### config.mk
export PLATFORM = sky130hd
export DESIGN_NAME = ls165_sync
export DESIGN_NICKNAME = d
export VERILOG_FILES = /design/src/rtl/ttl_pkg.sv /design/src/rtl/ttl_sync.sv /design/src/rtl/ls165_sync.sv
export SDC_FILE = /design/constraint.sdc
export NUM_CORES = 1
export LEC_CHECK = 0
export CORE_MARGIN = 5
export CORE_UTILIZATION = 48
export CTS_BUF_LIST = sky130_fd_sc_hd__clkbuf_4
export DETAILED_ROUTE_END_ITERATION = 10
export PLACE_DENSITY = 0.92
export SETUP_SLACK_MARGIN = 0.15
export SLEW_MARGIN = 30
export SYNTH_ARGS = -nofsm -noshare
export SYNTH_HDL_FRONTEND = slang
export SYNTH_HIERARCHICAL = 1
export SYNTH_SLANG_ARGS = --single-unit
### constraint.sdc
create_clock -name CLK -period 1.6 [get_ports CLK]
set_input_delay 0.32 -clock CLK [delete_from_list [all_inputs] [get_ports CLK]]
set_output_delay 0.32 -clock CLK [all_outputs]
set_load 0.005 [all_outputs]
### src/rtl/ttl_pkg.sv
// Shared helpers for the synchronous TTL part models.
package ttl_pkg;

  localparam int TTL_SYNC_MAX = 3;

  function automatic int clog2(input int value);
    int result;
    int v;
    result = 0;
    v = value - 1;
    while (v > 0) begin
      result = result + 1;
      v = v >> 1;
    end
    return result;
  endfunction

endpackage

### src/rtl/ttl_sync.sv
// N-stage resettable synchronizer; STAGES=0 degenerates to a wire.
module ttl_sync #(
  parameter int   STAGES    = 0,
  parameter logic RESET_VAL = 1'b1
) (
  input  logic CLK,
  input  logic RST,
  input  logic d,
  output logic q
);

  generate
    if (STAGES == 0) begin : g_wire
      logic unused_s;
      assign unused_s = CLK ^ RST;
      assign q        = d;
    end else begin : g_flops
      logic [STAGES-1:0] sync_r;

      // Synchronizer chain, preset to RESET_VAL so a high input causes no edge on release.
      always_ff @(posedge CLK or posedge RST) begin
        if (RST) begin
          sync_r <= {STAGES{RESET_VAL}};
        end else begin
          sync_r[0] <= d;
          for (int i = 1; i < STAGES; i++) begin
            sync_r[i] <= sync_r[i-1];
          end
        end
      end

      assign q = sync_r[STAGES-1];
    end
  endgenerate

endmodule

### src/rtl/ls165_sync.sv
// LS165 parallel-in/serial-out shift register on a single system clock.
// Board shift clock, inhibit and load strobes are sampled and edge-detected on CLK.
module ls165_sync
  import ttl_pkg::*;
#(
  parameter  int WIDTH       = 8,
  parameter  int SYNC_STAGES = 0,
  localparam int CW          = clog2(WIDTH + 1)
) (
  input  logic             CLK,
  input  logic             RST,
  input  logic             CLK2,
  input  logic             INH,
  input  logic             SH_nLD,
  input  logic [WIDTH-1:0] D,
  input  logic             SER,
  output logic             QH,
  output logic             nQH,
  output logic [CW-1:0]    SHIFT_CNT
);

  localparam int            SYNC_N  = (SYNC_STAGES > TTL_SYNC_MAX) ? TTL_SYNC_MAX : SYNC_STAGES;
  localparam logic [CW-1:0] CNT_MAX = CW'(WIDTH);

  logic             s_clk2_s;
  logic             s_inh_s;
  logic             s_nld_s;
  logic             gclk_s;
  logic             shift_ev_s;
  logic             prev_gclk_r;
  logic [WIDTH-1:0] shift_r;
  logic [WIDTH-1:0] shift_nxt_s;
  logic [CW-1:0]    cnt_r;
  logic [CW-1:0]    cnt_nxt_s;
  logic             nqh_r;

  ttl_sync #(.STAGES(SYNC_N), .RESET_VAL(1'b1)) u_sync_clk2 (
    .CLK(CLK), .RST(RST), .d(CLK2), .q(s_clk2_s)
  );
  ttl_sync #(.STAGES(SYNC_N), .RESET_VAL(1'b1)) u_sync_inh (
    .CLK(CLK), .RST(RST), .d(INH), .q(s_inh_s)
  );
  ttl_sync #(.STAGES(SYNC_N), .RESET_VAL(1'b1)) u_sync_nld (
    .CLK(CLK), .RST(RST), .d(SH_nLD), .q(s_nld_s)
  );

  // INH is ORed into the shift clock, so a rising INH with CLK2 low also shifts.
  assign gclk_s     = s_clk2_s | s_inh_s;
  assign shift_ev_s = gclk_s & ~prev_gclk_r & s_nld_s;

  // Next register/counter: level-sensitive load dominates, then a qualified shift.
  always_comb begin
    shift_nxt_s = shift_r;
    cnt_nxt_s   = cnt_r;
    if (!s_nld_s) begin
      shift_nxt_s = D;
      cnt_nxt_s   = '0;
    end else if (shift_ev_s) begin
      shift_nxt_s = {shift_r[WIDTH-2:0], SER};
      if (cnt_r == CNT_MAX) begin
        cnt_nxt_s = cnt_r;
      end else begin
        cnt_nxt_s = cnt_r + CW'(1);
      end
    end else begin
      shift_nxt_s = shift_r;
      cnt_nxt_s   = cnt_r;
    end
  end

  // State update; nQH is registered from the same next value so it always mirrors QH.
  always_ff @(posedge CLK or posedge RST) begin
    if (RST) begin
      shift_r     <= '0;
      cnt_r       <= '0;
      prev_gclk_r <= 1'b1;
      nqh_r       <= 1'b1;
    end else begin
      shift_r     <= shift_nxt_s;
      cnt_r       <= cnt_nxt_s;
      prev_gclk_r <= gclk_s;
      nqh_r       <= ~shift_nxt_s[WIDTH-1];
    end
  end

  assign QH        = shift_r[WIDTH-1];
  assign nQH       = nqh_r;
  assign SHIFT_CNT = cnt_r;

endmodule

==> results of run 1 <==
==> state kept, by name (all words and copies together) (netlist names), named ones only <==
signal / count
shift_r: 7
SHIFT_CNT: 4
nQH: 1
prev_gclk_r: 1
==> cell families (layout without fill, tap and decap cells) <==
family                   count (synthesis)  count (layout)  share of synthesized area, %
AO/OA/AOI/OAI                           15              15                          14.1
adder cells (fa/ha/maj)                  2               2                          3.52
multiplexers                            10              10                          14.1
buffers and inverters                   11              36                          8.63
flip-flops                              14              14                          49.6
AND/OR/NAND/NOR                         17              17                          10.0
==> worst paths after layout <==
path                       slack (ns)            to         start  depth (start not counted)
setup / recovery                 0.27  SHIFT_CNT[1]  SHIFT_CNT[0]                          5
min in group CLK                 0.59    shift_r[5]    shift_r[4]                          2
setup reg to reg                 0.27  SHIFT_CNT[1]  SHIFT_CNT[0]                          5
hold reg to reg                  0.59    shift_r[5]    shift_r[4]                          2
hold / removal                   0.38    shift_r[1]           RST                          2
max in group asynchronous        0.86           nQH           RST                          2
==> power groups by stage <==
stage | clock network [mW] | logic, mW | registers [mW]
6_report | 0.193 | 0.145 | 0.398
5_1_grt | 0.227 | 0.160 | 0.400
4_1_cts | 0.202 | 0.137 | 0.398
3_5_place_dp | 0 | 0.135 | 0.407
3_3_place_gp | 0 | 0.131 | 0.404
2_1_floorplan | 0 | 0.0772 | 0.403
==> synth_stat cells (2+ instances only) <==
cell,n
sky130_fd_sc_hd__nand3_1,2
sky130_fd_sc_hd__mux2i_1,10
sky130_fd_sc_hd__ha_1,2
sky130_fd_sc_hd__inv_1,5
sky130_fd_sc_hd__nand2_1,5
sky130_fd_sc_hd__buf_4,3
sky130_fd_sc_hd__dfstp_2,2
sky130_fd_sc_hd__a21oi_1,8
sky130_fd_sc_hd__dfrtp_1,12
sky130_fd_sc_hd__nor2_1,8
==> what timing repair did <==
action / 4_1_cts / 5_1_grt
setup endpoints to repair: 5 / 4
pin swaps: 0 / 1
resized for setup: 4 / 2
buffers inserted: 4 / 2
==> per-layer routing <==
| layer | share of wire, % | vias up |
|---|---|---|
| li1 | - | 282 |
| met1 | 42 | 250 |
| met2 | 49 | 20 |
| met3 | 9.5 | 0 |
| met4 | 0 | 0 |
| met5 | 0 | - |
==> layout make-up <==
| type | count | share of cell area [%] |
|---|---|---|
| flip-flops and latches | 14 | 35.7 |
| inverters | 5 | 1.90 |
| repair buffers | 27 | 27.8 |
| clock inverters | 1 | 0.380 |
| well taps | 15 | 1.90 |
| multi-input cells | 44 | 30.0 |
| clock buffers | 3 | 2.28 |
==> through the flow <==
stage	cell area [um2]	util (%)	TNS, ns	hold slack, ns	std cells
detailed placement	905	67.0	-0.314	0.572	99
global placement	905	67.0	0	0.553	99
floorplan	711	-	0	0.208	69
global route	988	73.2	0	0.446	109
CTS	956	70.8	0	0.399	107
finish	988	73.2	0	0.383	109
==> worst max-delay path, cell delays in order, from the launching register on <==
cell,delay (ns)
sky130_fd_sc_hd__dfrtp_1,0.36
sky130_fd_sc_hd__buf_4,0.13
sky130_fd_sc_hd__inv_1,0.05
sky130_fd_sc_hd__ha_1,0.20
sky130_fd_sc_hd__a31oi_1,0.27
sky130_fd_sc_hd__mux2i_1,0.23
==> parameters.txt, run 1 <==
Parameter                              Value

Layout
  Leading cell types in the layout, fill and taps excluded ... sky130_fd_sc_hd__clkdlybuf4s50_1, sky130_fd_sc_hd__dfrtp_1, sky130_fd_sc_hd__mux2i_1
  Most common cell after layout, fill and taps aside ... sky130_fd_sc_hd__clkdlybuf4s50_1
  Area Growth Syn to Fin ... 39.1%
  Number of fill cells ... approximately 120
  Area of the multi-input gates ... approximately 300 um2
  Register cell area after layout ... roughly 350 um2
  Fraction of layout cells with a size suffix above 1 ... about 16%
  Number of nets in the final layout ... 111
  ANT cells ... 0

Synthesis
  Avg Synthesized Cell Area ... 10.3 um2
  Number of flops mapped to enable cells by yosys ... 0
  Synth Flop Type ... sky130_fd_sc_hd__dfrtp_1
  Number of synthesis warnings ... 6
  Seq/Total Area, Yosys ... approximately half
  Count of distinct cell types in the synthesized netlist ... 22
  Share of async-settable or async-resettable flops after synthesis ... 100%
  Synthesized instance count ... slightly below 70
  Fraction of post-synthesis cell area in the top cell type by area ... 42.3%
  Biggest area contributors in the synthesized netlist ... sky130_fd_sc_hd__dfrtp_1, sky130_fd_sc_hd__mux2i_1, sky130_fd_sc_hd__dfstp_2
  Library cell with the largest summed area after synthesis ... sky130_fd_sc_hd__dfrtp_1
  Net count after synthesis ... 85
  Netlist area before placement ... 711 um2
  FF+latch count, synth ... 14

Placement
  Post-DP HPWL ... 999 um
  Final weighted congestion in routability-driven placement ... around 0.77
  Post-placement setup slack ... -0.0947 ns
  Port Buffers ... 19

Pwr
  Switching power ... 0.176 mW
  Part of the power in the clock network ... roughly a quarter
  Sw Share ... roughly a quarter
  Static Leak ... 0.506 nW
  Seq pwr share ... about 54%
  Internal Dissipation ... 0.559 mW
  Power density of the placed cells ... between 700 and 800 nW/um2
  Part of the total power dissipated in combinational logic ... 19.7%
  Power Total ... 0.735 mW
  Maximum ir drop on the vdd rail ... 0.000541 V

Worst setup path
  Crit path capture type ... flop
  Sort of element at the start of the critical path ... flop
  Signal arrival time at the worst endpoint ... approximately 1.5 ns
  Worst EP required ... between 1.5 and 2 ns
  Setup CP Type ... flop to flop
  Top fanout value on the critical path ... 4

Floorplanning
  Std cell rows ... 13
  Number of ports placed on the die boundary ... 20
  Core Footprint ... between 1000 and 1500 um2
  Die width ... between 40 and 50 um
  Area enclosed by the die boundary ... 2350 um2
  Height of the chip ... 48.5 um
  Effective utilization at floorplan ... 52.6%

STA
  Tightest slew margin relative to the limit ... 66.6%
  Worst-Margin Slew ... ~0.50 ns
  RSZ-0062 raised after global routing ... no
  Final hold violations ... 0
  Shortest clock period the worst path allows after layout ... roughly 1.3 ns
  Pins Over Slew Limit ... 0
  Minimum setup slack in the final design ... between 0.2 and 0.3 ns
  Portion of the clock cycle consumed by the worst path in the final layout ... between 80 and 90%
  Maximum operating frequency ... between 700 and 800 MHz
  Setup violation total in the final timing report ... 0
  Final Skew ... between 0.0015 and 0.002 ns

Global routing
  Largest net degree at the start of global routing ... 17
  Number of global-route vias before repair ... 539
  Met1 demand-to-capacity share in global routing ... between 10% and 20%
  All-Layer GR Usage ... 11.7%
  Routing usage on met3 ... approximately 4.3%
  Most Crowded Layer GR ... met2
  Global-route met2 utilization ... 20.9%
  First-pass GRT wire length ... 2320 um
  Overflow left after global routing ... 0
  Number of antenna violations at the first check in global routing ... 0

Clock network
  Number of levels in the clock H-tree ... 1
  Hold Buf Count CTS ... 0
  Worst-Skew Late Latency ... about 0.26 ns
  Buffer cell driving the clock tree root ... sky130_fd_sc_hd__clkbuf_4
  Clk sinks ... 14
  Maximum buffer depth of the clock tree ... 2
  Number of clock buffers inserted by TritonCTS ... 3
  CTS clock-pin slew for the worst setup and hold paths ... 0.08 ns
  TritonCTS clock tree ... built

Outcome
  Outcome ... complete, no violations

Route
  Iter 0 DRT Violations ... 6
  Via count ... 552
  Length of the first detailed-routing pass in iterations ... 4
  Via-per-instance ratio ... approximately 5.1
  Final wirelength ... approximately 1300 um
  Number of nets with antenna violations after routing ... 0
  Wirelength per Cell ... ~12 um
  Remaining design rule violation count ... 0

Flow run
  Max-cap viol count ... 0

Worst hold path
  HP Class ... input port to asynchronous set/reset pin
Power figures use the tool's default switching activity.
==> inputs of run 2 (changes only) <==
--- a/config.mk
+++ b/config.mk
@@ -6,10 +6,10 @@
 export NUM_CORES = 1
 export LEC_CHECK = 0
 export CORE_MARGIN = 5
-export CORE_UTILIZATION = 48
+export CORE_UTILIZATION = 43
 export CTS_BUF_LIST = sky130_fd_sc_hd__clkbuf_4
 export DETAILED_ROUTE_END_ITERATION = 10
-export PLACE_DENSITY = 0.92
+export PLACE_DENSITY = 0.88
 export SETUP_SLACK_MARGIN = 0.15
 export SLEW_MARGIN = 30
 export SYNTH_ARGS = -nofsm -noshare
==> constraint.sdc (replaced) <==
create_clock -name CLK -period 1.1 [get_ports CLK]
set_input_delay 0.22 -clock CLK [delete_from_list [all_inputs] [get_ports CLK]]
set_output_delay 0.22 -clock CLK [all_outputs]
set_load 0.005 [all_outputs]
==> run 2 against run 1 <==
The run now ends with setup timing left. Clock power increased by 50%. Final cell count increased by 12%. Clock-buffer cell count unchanged. Register-to-register slack lost 0.42 ns. Non-clock buffer count rose by 11. Sequential power rose by 46%. Routed wire length grew 29%. Die area rose by 9.2%. Fmax is 6.7% higher. Cell area grew 13%. Sequential cell count did not move. Global-route usage grew 2.9 points. Critical path type unchanged. Critical endpoint is now SHIFT_CNT[0]. Highest routed layer is now met4.
==> parameters.txt, run 2 (synthesized netlist as in run 1, its figures left out) <==
Parameter                              Value

Outcome
  Outcome ... finished, violations left
  Violated checks ... setup timing

Route
  Iter 0 DRT Violations ... 2
  Via-per-instance ratio ... about 5.2
  Final wirelength ... 1730 um
  Wirelength per Cell ... 14.1 um
  Remaining design rule violation count ... 0
  Via count ... around 630
  Length of the first detailed-routing pass in iterations ... 4
  Number of nets with antenna violations after routing ... 0

STA
  Hold slack final ... 0.235 ns
  Total negative setup slack ... -0.875 ns
  Pins Over Slew Limit ... 0
  Setup violation total in the final timing report ... 15
  RSZ-0062 raised after global routing ... yes
  Worst-Margin Slew ... between 0.2 and 0.3 ns
  Minimum setup slack in the final design ... -0.145 ns
  Maximum operating frequency ... between 800 and 900 MHz
  Tightest slew margin relative to the limit ... around 82%
  Shortest clock period the worst path allows after layout ... about 1.2 ns
  Portion of the clock cycle consumed by the worst path in the final layout ... 113%
  Final hold violations ... 0
  Final Skew ... around 0.0018 ns

Placement
  Port Buffers ... 19
  Final weighted congestion in routability-driven placement ... between 0.7 and 0.8
  Standard cell area after detailed placement ... 970 um2
  Post-DP HPWL ... 1110 um
  Post-placement setup slack ... -0.478 ns
  Number of placed instances with taps included ... 109

Worst setup path
  Crit path capture type ... flop
  Setup CP Type ... flop to flop
  Slack of the worst reg-to-reg path ... -0.15 ns
  Worst EP required ... 1.28 ns
  Sort of element at the start of the critical path ... flop
  Top fanout value on the critical path ... 4
  Signal arrival time at the worst endpoint ... between 1 and 1.5 ns

Global routing
  Overflow left after global routing ... 0
  Largest net degree at the start of global routing ... 17
  All-Layer GR Usage ... 14.6%
  Number of global-route vias before repair ... about 700
  First-pass GRT wire length ... 2910 um
  Number of antenna violations at the first check in global routing ... 0

Layout
  Most common cell after layout, fill and taps aside ... sky130_fd_sc_hd__buf_4
  Post-route standard cell area excluding fillers ... between 1000 and 1500 um2
  Post-Layout Cell Count ... 122
  Top reg by flops ... shift_r
  ANT cells ... 0
  Fraction of layout cells with a size suffix above 1 ... 39.6%
  Final Util ... 72.3%
  Number of nets in the final layout ... 123
  Leading cell types in the layout, fill and taps excluded ... sky130_fd_sc_hd__buf_4, sky130_fd_sc_hd__dfrtp_1, sky130_fd_sc_hd__clkdlybuf4s50_1
  Area Growth Syn to Fin ... 56.9%
  Flip-flop count of the largest register, all copies and words added ... 7

Floorplanning
  Area enclosed by the die boundary ... about 2600 um2
  Effective utilization at floorplan ... about 46%
  Std cell rows ... 14
  Core Footprint ... ~1500 um2
  Die width ... a little over 50 um
  Number of ports placed on the die boundary ... 20
  Height of the chip ... 50.7 um

Clock network
  TritonCTS clock tree ... built
  CTS clock-pin slew for the worst setup and hold paths ... around 0.080 ns
  Number of clock buffers inserted by TritonCTS ... 3
  Buffer cell driving the clock tree root ... sky130_fd_sc_hd__clkbuf_4
  Maximum buffer depth of the clock tree ... 2
  Worst-Skew Late Latency ... 0.27 ns
  Number of levels in the clock H-tree ... 1
  Clk sinks ... 14

Pwr
  Power Total ... 1.14 mW
  Static Leak ... 0.537 nW
  Maximum ir drop on the vdd rail ... 0.000719 V
  Power density of the placed cells ... ~1000 nW/um2

Worst hold path
  HP Class ... input port to asynchronous set/reset pin

Flow run
  Max-cap viol count ... 0
## run 2: cell count changes in the layout (fill, tap and decap cells not counted), sizes merged
cell           delta
dlymetal6s2s      -2
buf              +16
o21bai            +1
dlygate4sd2       -1
clkdlybuf4s50     -2
## run 2: power breakdown
| group | internal, mW | switching (mW) | leakage, nW | total (mW) |
|---|---|---|---|---|
| combinational | 0.155 | 0.111 | 0.356 | 0.266 |
| sequential | 0.558 | 0.0219 | 0.166 | 0.580 |
| clock | 0.131 | 0.158 | 0.0154 | 0.289 |
| total | 0.844 | 0.291 | 0.537 | 1.14 |
## run 2: worst max-delay path, stage by stage, from the launching register on
cell	delay (ns)
sky130_fd_sc_hd__dfrtp_1	0.37
sky130_fd_sc_hd__buf_6	0.12
sky130_fd_sc_hd__inv_2	0.04
sky130_fd_sc_hd__ha_4	0.16
sky130_fd_sc_hd__a31oi_4	0.19
sky130_fd_sc_hd__mux2i_2	0.28
## run 2: area by class of cell
class,instances,area [um2]
fillers,129,427
multi-input cells,45,373
flip-flops and latches,14,353
repair buffers,38,322
clock buffers,3,22.5
inverters,5,21.3
well taps,16,20.0
clock inverters,1,3.75
## run 2: per-layer routing
| metal | vias to the layer above | track usage (%) | part of all wire [%] |
|---|---|---|---|
| met2 | 18 | 26.0 | 54 |
| met1 | 305 | 15.4 | 36 |
| met5 | - | 0 | 0 |
| li1 | 306 | - | - |
| met3 | 4 | 4.44 | 6.7 |
| met4 | 0 | 6.81 | 2.6 |
## run 2: what timing repair did
action	CTS	global route
pin swaps	7	5
hold buffers	0	0
endpoints found under the setup margin	19	19
resized for setup	35	6
setup buffers	6	2
gates cloned	1	0
## run 2: path summary, 6_finish.rpt
| check | start | end | depth (start not counted) |
|---|---|---|---|
| max | SHIFT_CNT[1] | SHIFT_CNT[0] | 5 |
| min | RST | shift_r[0] | 3 |
| max reg2reg | SHIFT_CNT[1] | SHIFT_CNT[0] | 5 |
| min reg2reg | shift_r[0] | shift_r[0] | 2 |
| max in group asynchronous | RST | nQH | 3 |
| min in group CLK | CLK2 | prev_gclk_r | 2 |
==> inputs of run 3 (changes only) <==
--- a/config.mk
+++ b/config.mk
@@ -5,8 +5,10 @@
 export SDC_FILE = /design/constraint.sdc
 export NUM_CORES = 1
 export LEC_CHECK = 0
+export CELL_PAD_IN_SITES_DETAIL_PLACEMENT = 1
+export CELL_PAD_IN_SITES_GLOBAL_PLACEMENT = 1
 export CORE_MARGIN = 5
-export CORE_UTILIZATION = 43
+export CORE_UTILIZATION = 33
 export CTS_BUF_LIST = sky130_fd_sc_hd__clkbuf_4
 export DETAILED_ROUTE_END_ITERATION = 10
 export PLACE_DENSITY = 0.88
==> run 3 against run 2 <==
The flow still finishes with violations (setup timing). Total power grew 4.1%. Clock-buffer cell count unchanged. Fmax fell by 3.0%. Sequential power up 1%. Worst setup slack worse by 0.039 ns. Sequential share of layout area fell by 2.1 points. Critical path type unchanged. Largest cell class unchanged. Largest power group unchanged.
==> parameters.txt, run 3 (synthesized netlist as in run 1, its figures left out) <==
Parameter                              Value

Worst setup path
  Slack of the worst reg-to-reg path ... -0.18 ns
  Worst setup path start ... prev_gclk_r
  Slowest library cell on the worst path ... sky130_fd_sc_hd__dfstp_2
  Signal arrival time at the worst endpoint ... about 1.5 ns
  Delay of the slowest cell on the worst path ... between 0.5 and 0.6 ns
  Sort of element at the start of the critical path ... flop
  Crit path capture type ... flop
  Top Family by Delay on Critical Path ... flip-flops
  Series of cell instances along the critical path ... o21bai_4, buf_12, mux2i_4, a21oi_2
  Number of buffer and inverter instances along the worst setup path ... 1
  Number of cells on the critical path ... 4
  Worst setup path end ... shift_r[1]
  Setup CP Type ... flop to flop
  Worst EP required ... 1.27 ns
  Startpoint of the most critical register-to-register path ... prev_gclk_r
  R2r worst-path depth ... 4
  Reg-to-reg critical path endpoint ... shift_r[1]
  Top fanout value on the critical path ... 5

STA
  Tightest slew margin relative to the limit ... about three quarters
  Setup violation total in the final timing report ... 16
  Shortest clock period the worst path allows after layout ... about 1.3 ns
  RSZ-0062 raised after global routing ... yes
  Worst-Margin Slew ... around 0.36 ns
  Final hold violations ... 0
  Total negative setup slack ... -1.62 ns
  Pins Over Slew Limit ... 0
  Maximum operating frequency ... just under 800 MHz
  Minimum setup slack in the final design ... -0.185 ns
  Portion of the clock cycle consumed by the worst path in the final layout ... 117%
  Final Skew ... 0.00286 ns

Flow run
  Max-cap viol count ... 0

Route
  Sum of met2 wire segment lengths after detailed routing ... roughly 1300 um
  Wire length the detailed router placed on met1 ... 881 um
  Final wirelength ... roughly 2300 um
  Number of nets with antenna violations after routing ... 0
  Remaining design rule violation count ... 0
  Length of the first detailed-routing pass in iterations ... 4
  Iter 0 DRT Violations ... 19
  Wirelength per Cell ... 17.3 um
  Via count ... ~630
  Top layer reached by signal wires ... met4
  Sum of met3 wire segment lengths after detailed routing ... around 94 um
  Via-per-instance ratio ... between 4 and 5

Pwr
  Power density of the placed cells ... approximately 1000 nW/um2
  Static Leak ... around 0.55 nW
  Maximum ir drop on the vdd rail ... 0.000455 V

Global routing
  Overflow left after global routing ... 0
  First-pass GRT wire length ... 3720 um
  Number of antenna violations at the first check in global routing ... 0
  Largest net degree at the start of global routing ... 15
  All-Layer GR Usage ... approximately 15%
  Number of global-route vias before repair ... 760

Clock network
  Number of levels in the clock H-tree ... 1
  Number of clock buffers inserted by TritonCTS ... 3
  Maximum buffer depth of the clock tree ... 2
  Clk sinks ... 14
  TritonCTS clock tree ... built
  Hold Buf Count CTS ... 0
  Buffer cell driving the clock tree root ... sky130_fd_sc_hd__clkbuf_4
  CTS clock-pin slew for the worst setup and hold paths ... ~0.09 ns
  Worst-Skew Late Latency ... around 0.27 ns

Layout
  Number of nets in the final layout ... about 120
  Final Util ... 59.7%
  Number of fill cells ... 226
  Fraction of layout cells with a size suffix above 1 ... between 40% and 50%
  Leading cell types in the layout, fill and taps excluded ... sky130_fd_sc_hd__dfrtp_1, sky130_fd_sc_hd__buf_4, sky130_fd_sc_hd__clkdlybuf4s50_1
  ANT cells ... 0
  Area Growth Syn to Fin ... 68.1%
  Flip-flop count of the largest register, all copies and words added ... 7
  Top reg by flops ... shift_r

Floorplanning
  Effective utilization at floorplan ... approximately 36%
  Number of ports placed on the die boundary ... 20
  Height of the chip ... about 56 um
  Std cell rows ... 16
  Core Footprint ... 2000 um2
  Die width ... ~56 um
  Area enclosed by the die boundary ... roughly 3200 um2

Outcome
  Violated checks ... setup timing
  Outcome ... finished, violations left

Placement
  Post-DP HPWL ... about 1300 um
  Port Buffers ... 19
  Final weighted congestion in routability-driven placement ... between 0.7 and 0.8

Worst hold path
  HP Class ... input port to asynchronous set/reset pin
[run 3: worst min path at each step]
| stage | to | cells past startpoint | slack [ns] |
|---|---|---|---|
| after floorplan | SHIFT_CNT[0] | 1 | 0.11 |
| after global routing | shift_r[3] | 3 | 0.29 |
| final | shift_r[1] | 3 | 0.28 |
| after global placement | shift_r[0] | 3 | 0.53 |
| after detailed placement | shift_r[3] | 2 | 0.55 |
| after CTS | shift_r[1] | 3 | 0.25 |
[run 3: metrics by stage]
| step | area (um2) | power (mW) | setup WS (ns) | instances | hold WS [ns] |
|---|---|---|---|---|---|
| 6_report | 1190 | 1.18 | -0.185 | 134 | 0.276 |
| 5_1_grt | 1190 | 1.26 | -0.229 | 134 | 0.292 |
| 4_1_cts | 1140 | 1.16 | -0.118 | 133 | 0.253 |
| 3_5_place_dp | 968 | 0.807 | -0.536 | 118 | 0.552 |
| 3_3_place_gp | 968 | 0.793 | -0.439 | 118 | 0.531 |
| 2_1_floorplan | 719 | 0.701 | -0.0598 | 69 | 0.108 |
[run 3: report_power, final]
group	switching (mW)	internal [mW]	leakage, nW
Clock	0.166	0.131	0.0154
Sequential	0.0282	0.558	0.166
Combinational	0.127	0.171	0.366
[run 3: worst min-delay path, stage by stage]
cell and delay [ns]:
sky130_fd_sc_hd__clkdlybuf4s50_1 0.42, sky130_fd_sc_hd__inv_1 0.06, sky130_fd_sc_hd__buf_4 0.21
[run 3: metal layers]
metal	vias to the layer above	track usage, %
li1	306	-
met1	299	16.6
met2	18	27.5
met3	6	1.83
met4	0	8.81
met5	-	0
[run 3: what timing repair did]
item / CTS / global route
gates cloned: 1 / 0
hold endpoints to repair: 0 / 0
pin swaps: 9 / 4
setup endpoints to repair: 19 / 19
buffers inserted: 10 / 1
gates resized for setup: 45 / 10
[run 3: cell type report]
cell class / count / area (um2) / share of cell area (%)
Clock buffer: 3 / 22.5 / 1.88
Clock inverter: 1 / 3.75 / 0.314
Inverter: 5 / 23.8 / 1.99
Multi-Input combinational cell: 45 / 393 / 32.9
Sequential cell: 14 / 353 / 29.5
Tap cell: 27 / 33.8 / 2.83
Timing Repair Buffer: 39 / 365 / 30.6
